`config.mk`:
```
export PLATFORM = sky130hd
export DESIGN_NAME = metadata_arbiter
export DESIGN_NICKNAME = d
export VERILOG_FILES = /design/src/rtl/metadata_arbiter.sv
export SDC_FILE = /design/constraint.sdc
export NUM_CORES = 2
export LEC_CHECK = 0
export ABC_AREA = 1
export ABC_CLOCK_PERIOD_IN_PS = 24400
export CAP_MARGIN = 40
export CORE_MARGIN = 1.5
export CORE_UTILIZATION = 25
export DETAILED_ROUTE_END_ITERATION = 10
export PLACE_DENSITY = 0.38
export SLEW_MARGIN = 5
export SYNTH_ARGS = -nofsm -noshare
export SYNTH_HDL_FRONTEND = slang
export SYNTH_SLANG_ARGS = --single-unit
```
`constraint.sdc`:
```
create_clock -name clk -period 24.4 [get_ports clk]
set_clock_uncertainty 0.15 [all_clocks]
set_input_delay 4.88 -clock clk [delete_from_list [all_inputs] [get_ports clk]]
set_output_delay 4.88 -clock clk [all_outputs]
set_load 0.03 [all_outputs]
```
`src/rtl/metadata_arbiter.sv`:
```
`default_nettype none
// ============================================================================
//  Module   : metadata_arbiter
//  Purpose  : Round-robin arbiter that turns per-lane metadata request pulses
//             into single-cycle memory reads of {lane id, lane pointer}, then
//             captures the read data into a per-lane slot and flags it fresh.
//  Ports    : clk, reset (async, active-low), song_reset (sync restart),
//             pause (blocks new grants), metadata_request[NREQ] (pulses),
//             mem_rd_data[DW] (read data, MEM_LAT cycles after mem_rd_en),
//             mem_rd_en / mem_addr (read strobe and address),
//             metadata_link[NREQ*DW] (slot data), metadata_available[NREQ],
//             busy (anything pending, in flight, or draining).
//  Revision : 1.0  initial release
// ============================================================================
module metadata_arbiter #(
    parameter int NREQ    = 37,
    parameter int DW      = 16,
    parameter int PW      = 8,
    parameter int MEM_LAT = 2
) (
    input  logic                 clk,
    input  logic                 reset,
    input  logic                 song_reset,
    input  logic                 pause,
    input  logic [NREQ-1:0]      metadata_request,
    input  logic [DW-1:0]        mem_rd_data,
    output logic                 mem_rd_en,
    output logic [6+PW-1:0]      mem_addr,
    output logic [NREQ*DW-1:0]   metadata_link,
    output logic [NREQ-1:0]      metadata_available,
    output logic                 busy
);

    localparam int IDW = 6;

    typedef enum logic [1:0] {
        ST_IDLE  = 2'd0,
        ST_RUN   = 2'd1,
        ST_FLUSH = 2'd2
    } state_t;

    state_t              state_q, state_d;
    logic [NREQ-1:0]     pending_q, pending_d;
    logic [NREQ-1:0]     avail_q, avail_d;
    logic [PW-1:0]       ptr_q [NREQ];
    logic [PW-1:0]       ptr_d [NREQ];
    logic [DW-1:0]       slot_q [NREQ];
    logic [DW-1:0]       slot_d [NREQ];
    logic [IDW-1:0]      last_q, last_d;
    logic                rd_en_q, rd_en_d;
    logic [IDW+PW-1:0]   addr_q, addr_d;
    // In-flight tracker: entry j is valid during the (j+1)-th cycle after the
    // read strobe, so the last stage lines up with the returning data.
    logic [MEM_LAT-1:0]  pipe_vld_q, pipe_vld_d;
    logic [IDW-1:0]      pipe_id_q [MEM_LAT];
    logic [IDW-1:0]      pipe_id_d [MEM_LAT];
    logic                busy_q, busy_d;

    logic [NREQ-1:0]     w_req_eff;
    logic [NREQ-1:0]     w_cand;
    logic                w_can_grant;
    logic                w_gnt_vld;
    logic [IDW-1:0]      w_gnt_id;
    logic                w_del_wr;
    logic [IDW-1:0]      w_del_id;
    logic                w_inflight;
    logic                w_inflight_nxt;

    // Index visited at search offset k, starting just after the last grant.
    function automatic int rr_idx(input logic [IDW-1:0] last, input int k);
        int i;
        i = int'(last) + 1 + k;
        if (i >= NREQ) i = i - NREQ;
        return i;
    endfunction

    always_comb begin
        // Pulses are dropped while draining after a song restart.
        w_req_eff   = (state_q != ST_FLUSH && !song_reset) ? metadata_request : '0;
        w_cand      = pending_q | w_req_eff;
        w_can_grant = !pause && !song_reset && (state_q != ST_FLUSH);

        w_gnt_vld = 1'b0;
        w_gnt_id  = '0;
        for (int k = 0; k < NREQ; k++) begin
            if (w_can_grant && !w_gnt_vld && w_cand[rr_idx(last_q, k)]) begin
                w_gnt_vld = 1'b1;
                w_gnt_id  = IDW'(rr_idx(last_q, k));
            end
        end

        w_inflight = rd_en_q | (|pipe_vld_q);
        w_del_id   = pipe_id_q[MEM_LAT-1];
        w_del_wr   = pipe_vld_q[MEM_LAT-1] && (state_q != ST_FLUSH) && !song_reset;

        pending_d = w_cand;
        avail_d   = avail_q;
        ptr_d     = ptr_q;
        slot_d    = slot_q;
        last_d    = last_q;
        rd_en_d   = w_gnt_vld;
        addr_d    = addr_q;

        if (w_del_wr) begin
            slot_d[w_del_id]  = mem_rd_data;
            avail_d[w_del_id] = 1'b1;
        end

        // A grant after a delivery to the same lane wins: the returning data
        // belongs to an older read than the one just issued.
        if (w_gnt_vld) begin
            pending_d[w_gnt_id] = 1'b0;
            avail_d[w_gnt_id]   = 1'b0;
            ptr_d[w_gnt_id]     = ptr_q[w_gnt_id] + PW'(1);
            last_d              = w_gnt_id;
            addr_d              = {w_gnt_id, ptr_q[w_gnt_id]};
        end

        if (song_reset) begin
            pending_d = '0;
            avail_d   = '0;
            for (int k = 0; k < NREQ; k++) ptr_d[k] = '0;
        end

        pipe_vld_d[0] = rd_en_q;
        pipe_id_d[0]  = addr_q[PW +: IDW];
        for (int j = 1; j < MEM_LAT; j++) begin
            pipe_vld_d[j] = pipe_vld_q[j-1];
            pipe_id_d[j]  = pipe_id_q[j-1];
        end
        w_inflight_nxt = rd_en_d | (|pipe_vld_d);

        state_d = state_q;
        if (song_reset) begin
            state_d = ST_FLUSH;
        end else begin
            case (state_q)
                ST_FLUSH: if (!w_inflight) state_d = ST_IDLE;
                ST_IDLE:  if ((|w_cand) && !pause) state_d = ST_RUN;
                ST_RUN:   if (!(|pending_d) && !w_inflight_nxt) state_d = ST_IDLE;
                default:  state_d = ST_IDLE;
            endcase
        end

        busy_d = (state_d != ST_IDLE) | (|pending_d) | w_inflight_nxt;
    end

    always_ff @(posedge clk or negedge reset) begin
        if (!reset) begin
            state_q    <= ST_IDLE;
            pending_q  <= '0;
            avail_q    <= '0;
            last_q     <= IDW'(NREQ - 1);
            rd_en_q    <= 1'b0;
            addr_q     <= '0;
            pipe_vld_q <= '0;
            busy_q     <= 1'b0;
            for (int k = 0; k < NREQ; k++) begin
                ptr_q[k]  <= '0;
                slot_q[k] <= '0;
            end
            for (int j = 0; j < MEM_LAT; j++) pipe_id_q[j] <= '0;
        end else begin
            state_q    <= state_d;
            pending_q  <= pending_d;
            avail_q    <= avail_d;
            last_q     <= last_d;
            rd_en_q    <= rd_en_d;
            addr_q     <= addr_d;
            pipe_vld_q <= pipe_vld_d;
            busy_q     <= busy_d;
            ptr_q      <= ptr_d;
            slot_q     <= slot_d;
            pipe_id_q  <= pipe_id_d;
        end
    end

    assign mem_rd_en          = rd_en_q;
    assign mem_addr           = addr_q;
    assign metadata_available = avail_q;
    assign busy               = busy_q;

    for (genvar i = 0; i < NREQ; i++) begin : g_link
        assign metadata_link[i*DW +: DW] = slot_q[i];
    end

endmodule
`default_nettype wire
```
==> impl_metrics.csv <==
group,metric,value,unit
synth,postSynthAreaPerCell,6.92,um2
drt,firstDrtPassIters,6,
synth,syn_inst,9148,
worst_setup_path,critical_path.startpoint,"song_reset",
final_layout,n_fill_cell,27412,
worst_setup_path,reg2reg_to,"ptr_q[245]$_DFFE_PN0P_",
die,die_y,506,um
sta,final_max_slew_viol_count,0,
clock_network,clk_latency,0.81,ns
die,dieArea,0.256,mm2
drt,wl,423,mm
final_layout,area_growth,26.2,%
hold_path,whs_endpoint,"w_del_id[0]$_DFF_PN0_",
die,fp-row-count,184,
sta,max_freq,0.0606,GHz
worst_setup_path,crit_type,"primary input to flop",
synth,synth_mux_area_share,0,%
hold_path,hold_class,"flop to flop",
die,ios,702,
clock_network,cts-buffers-inserted,118,
worst_setup_path,crit_path_end_kind,"flop",
synth,synthFlopType,"dfrtp_1",
worst_setup_path,cp.arrival,17.02,ns
worst_setup_path,crit_path_frequent_cell,"nand2_1",
synth,yosysTopAreaCellShare,39.3,%
placement,globalplace.congestion,1.01,
sta,tns,0,ns
worst_setup_path,rr_worst_depth,57,
synth,synth_warnings,0,
synth,ys_top_cells_by_area,"dfrtp_1 39%, nand2_1 17%, o21ai_0 11%, nand3_1 5.7%, inv_1 3.9%",
worst_setup_path,rrSetupSlack,9.56,ns
final_layout,nets,9873,
worst_setup_path,rr_startpoint,"last_q[0]$_DFFE_PN0N_",
worst_setup_path,cp_slowest_cell,"buf_4",
worst_setup_path,cp_max_fo,85,
sta,fin_crit_sh,67.6,%
synth,synth_cell_type_count,72,
sta,hold_viol,0,
sta,rsz0062_at_grt,"no",
synth,netlist_area,0.0633,mm2
synth,synthXorXnorAreaFrac,1.61,%
synth,syn_nets,9243,
sta,final-setup-viol-count,0,
grt,antenna_found_initial,44,
grt,grt_max_degree,103,
die,initial_core_util,25.1,%
synth,async_flop_share,100,%
clock_network,cts_htree_levels,3,
final_layout,drive_gt1_share,9.12,%
clock_network,cts_buffer_depth,3,
sta,max_slew_margin,26.6,%
clock_network,clk_pin_slew,0.06,ns
synth,yosys.area.top_type,"dfrtp_1",
synth,synth_simple_gate_area_share,29.8,%
run_status,status,"finished clean",
drt,wl_per_cell,31.9,um
clock_network,cts_resized,0,
synth,synth_compound_area_share,20.1,%
grt,gr-total-overflow,0,
drt,first_iter_violations,9278,
hold_path,worstHoldStart,"pipe_id_d[0]$_DFF_PN0_",
worst_setup_path,cpPeakStageDelay,0.69,ns
placement,io_buffers,701,
clock_network,cts_root_buf,"clkbuf_16",
sta,period_minus_slack,16.51,ns
grt,grt_pass1_wl,574,mm
die,die_x,506,um
drt,drc_errors,0,
grt,track_usage,31.8,%
drt,dr_total_vias,71883,
synth,synth_top_family_by_area,"simple AND/OR/NAND/NOR gates",
drt,ant_nets,0,
drt,via_per_inst,5.43,
flow_run,maxCapViolCount,0,
clock_network,cts_tree,"built",
die,core_area,0.252,mm2
synth,synthAdderAreaFrac,0.751,%
synth,synth_seq_cells,996,
worst_setup_path,worst_setup_path_start_kind,"primary input",
worst_setup_path,cp_data_required_time,24.91,ns
clock_network,postCtsHoldBufs,0,
clock_network,cts_num_sinks,996,
sta,worst-slew-pin-transition,1.09,ns
clock_network,post-cts-setup-buffers,0,
hold_path,hold_depth,0,
placement,place_hpwl,305,mm
grt,grt_pass1_vias,65794,
synth,synth-edff-count,0,
synth,yosysSeqAreaShare,39.4,%
[flip-flops by register name, indices dropped and copies added, names as in the netlist]
signal,count
pending_q,37
w_del_id,6
metadata_available,37
metadata_link,592
pipe_vld_q,2
mem_rd_en,1
busy,1
pipe_id_d,6
state_q,2
ptr_q,296
mem_addr,10
last_q,6
[routing by layer]
layer | global-route usage, % | vias up | wire length (um)
met5 | 0 | - | 27
met4 | 12.0 | 4 | 18000
met3 | 6.74 | 652 | 37600
met2 | 48.5 | 3814 | 183000
met1 | 43.9 | 35656 | 184000
li1 | - | 31757 | -
[worst max path at each step]
stage                                   endpoint  slack (ns)  cells past startpoint
after CTS                 ptr_q[245]$_DFFE_PN0P_        8.33                     52
final                     ptr_q[245]$_DFFE_PN0P_        7.89                     52
after floorplan           ptr_q[110]$_DFFE_PN0P_       12.59                     57
after global placement     ptr_q[18]$_DFFE_PN0P_        7.35                     54
after detailed placement  ptr_q[117]$_DFFE_PN0P_        7.49                     52
after global routing      ptr_q[245]$_DFFE_PN0P_        7.63                     52
[final cells by class]
type                       count  area [um2]  share of cell area, %
antenna                       13        32.5                 0.0407
clock inverter                23         374                  0.468
clock buffer                 196        3690                   4.61
inverter                     702        2640                   3.30
sequential                   996       24900                   31.2
timing repair buffer        1102       10700                   13.4
tap                         3348        4190                   5.24
multi-input combinational   6858       33300                   41.7
[cells by family after synthesis]
| logic type | Yosys count |
|---|---|
| AO/OA/AOI/OAI | 2313 |
| XOR/XNOR | 108 |
| adder cells (fa/ha/maj) | 38 |
| buffers and inverters | 1294 |
| flip-flops | 996 |
| AND/OR/NAND/NOR | 4399 |
[cells in the mapped netlist, types with 11 or more instances]
cell	number
inv_2	24
a31oi_1	15
ha_1	38
clkinv_1	19
buf_6	23
a21oi_1	390
nor2_1	484
xor2_1	64
nor2_2	41
buf_4	31
nor2_4	21
o21ai_0	1419
o21ai_1	108
o311ai_0	41
dfrtp_1	994
o221ai_1	51
nor3_1	51
nand3_1	725
nand2_4	11
o31ai_1	13
inv_1	658
nor4_1	16
nand3_2	40
buf_2	92
nand2_1	2817
o211ai_1	100
nand2_2	38
xnor2_1	36
o2111ai_1	13
nand4_1	114
buf_1	16
clkbuf_1	426
o22ai_1	70
a221oi_1	12
o21ai_2	16
[critical path, delay by kind of cell]
| family | cells | cell delay [ns] |
|---|---|---|
| buffers and inverters | 10 | 4.17 |
| AND/OR/NAND/NOR | 37 | 7.00 |
| AO/OA/AOI/OAI | 5 | 0.67 |
[placed cells by master, fill, tap and decap left out, drive strengths merged, types with 6 or more instances in the layout]
master	n
buf	403
a21oi	392
xnor2	37
nand3	768
o21bai	6
a221oi	12
nor2	547
o2111ai	13
or2	9
nor3	51
o21ai	1546
dfrtp	994
o32ai	7
o31ai	14
ha	38
inv	682
diode	13
o311ai	42
o221ai	51
o211ai	100
a32o	6
nand2	2868
o21a	10
a311oi	7
nor4	17
xor2	71
clkinv	38
a22oi	9
o22ai	70
a31oi	15
nand4	128
clkdlybuf4s50	699
clkbuf	196
[per-stage QoR]
step	std cells	util, %	setup slack [ns]	hold WS (ns)	cell area [um2]
2_1_floorplan	9148	-	12.59	0.181	63300
3_3_place_gp	12906	29.6	7.35	0.186	74400
3_5_place_dp	13006	30.1	7.49	0.186	75800
4_1_cts	13225	31.7	8.33	0.199	79900
5_1_grt	13231	31.7	7.63	0.210	79900
6_report	13238	31.7	7.89	0.198	79900
Power is not shown: default switching activity piles up to over one toggle a cycle in this logic, so the estimate is an artifact.
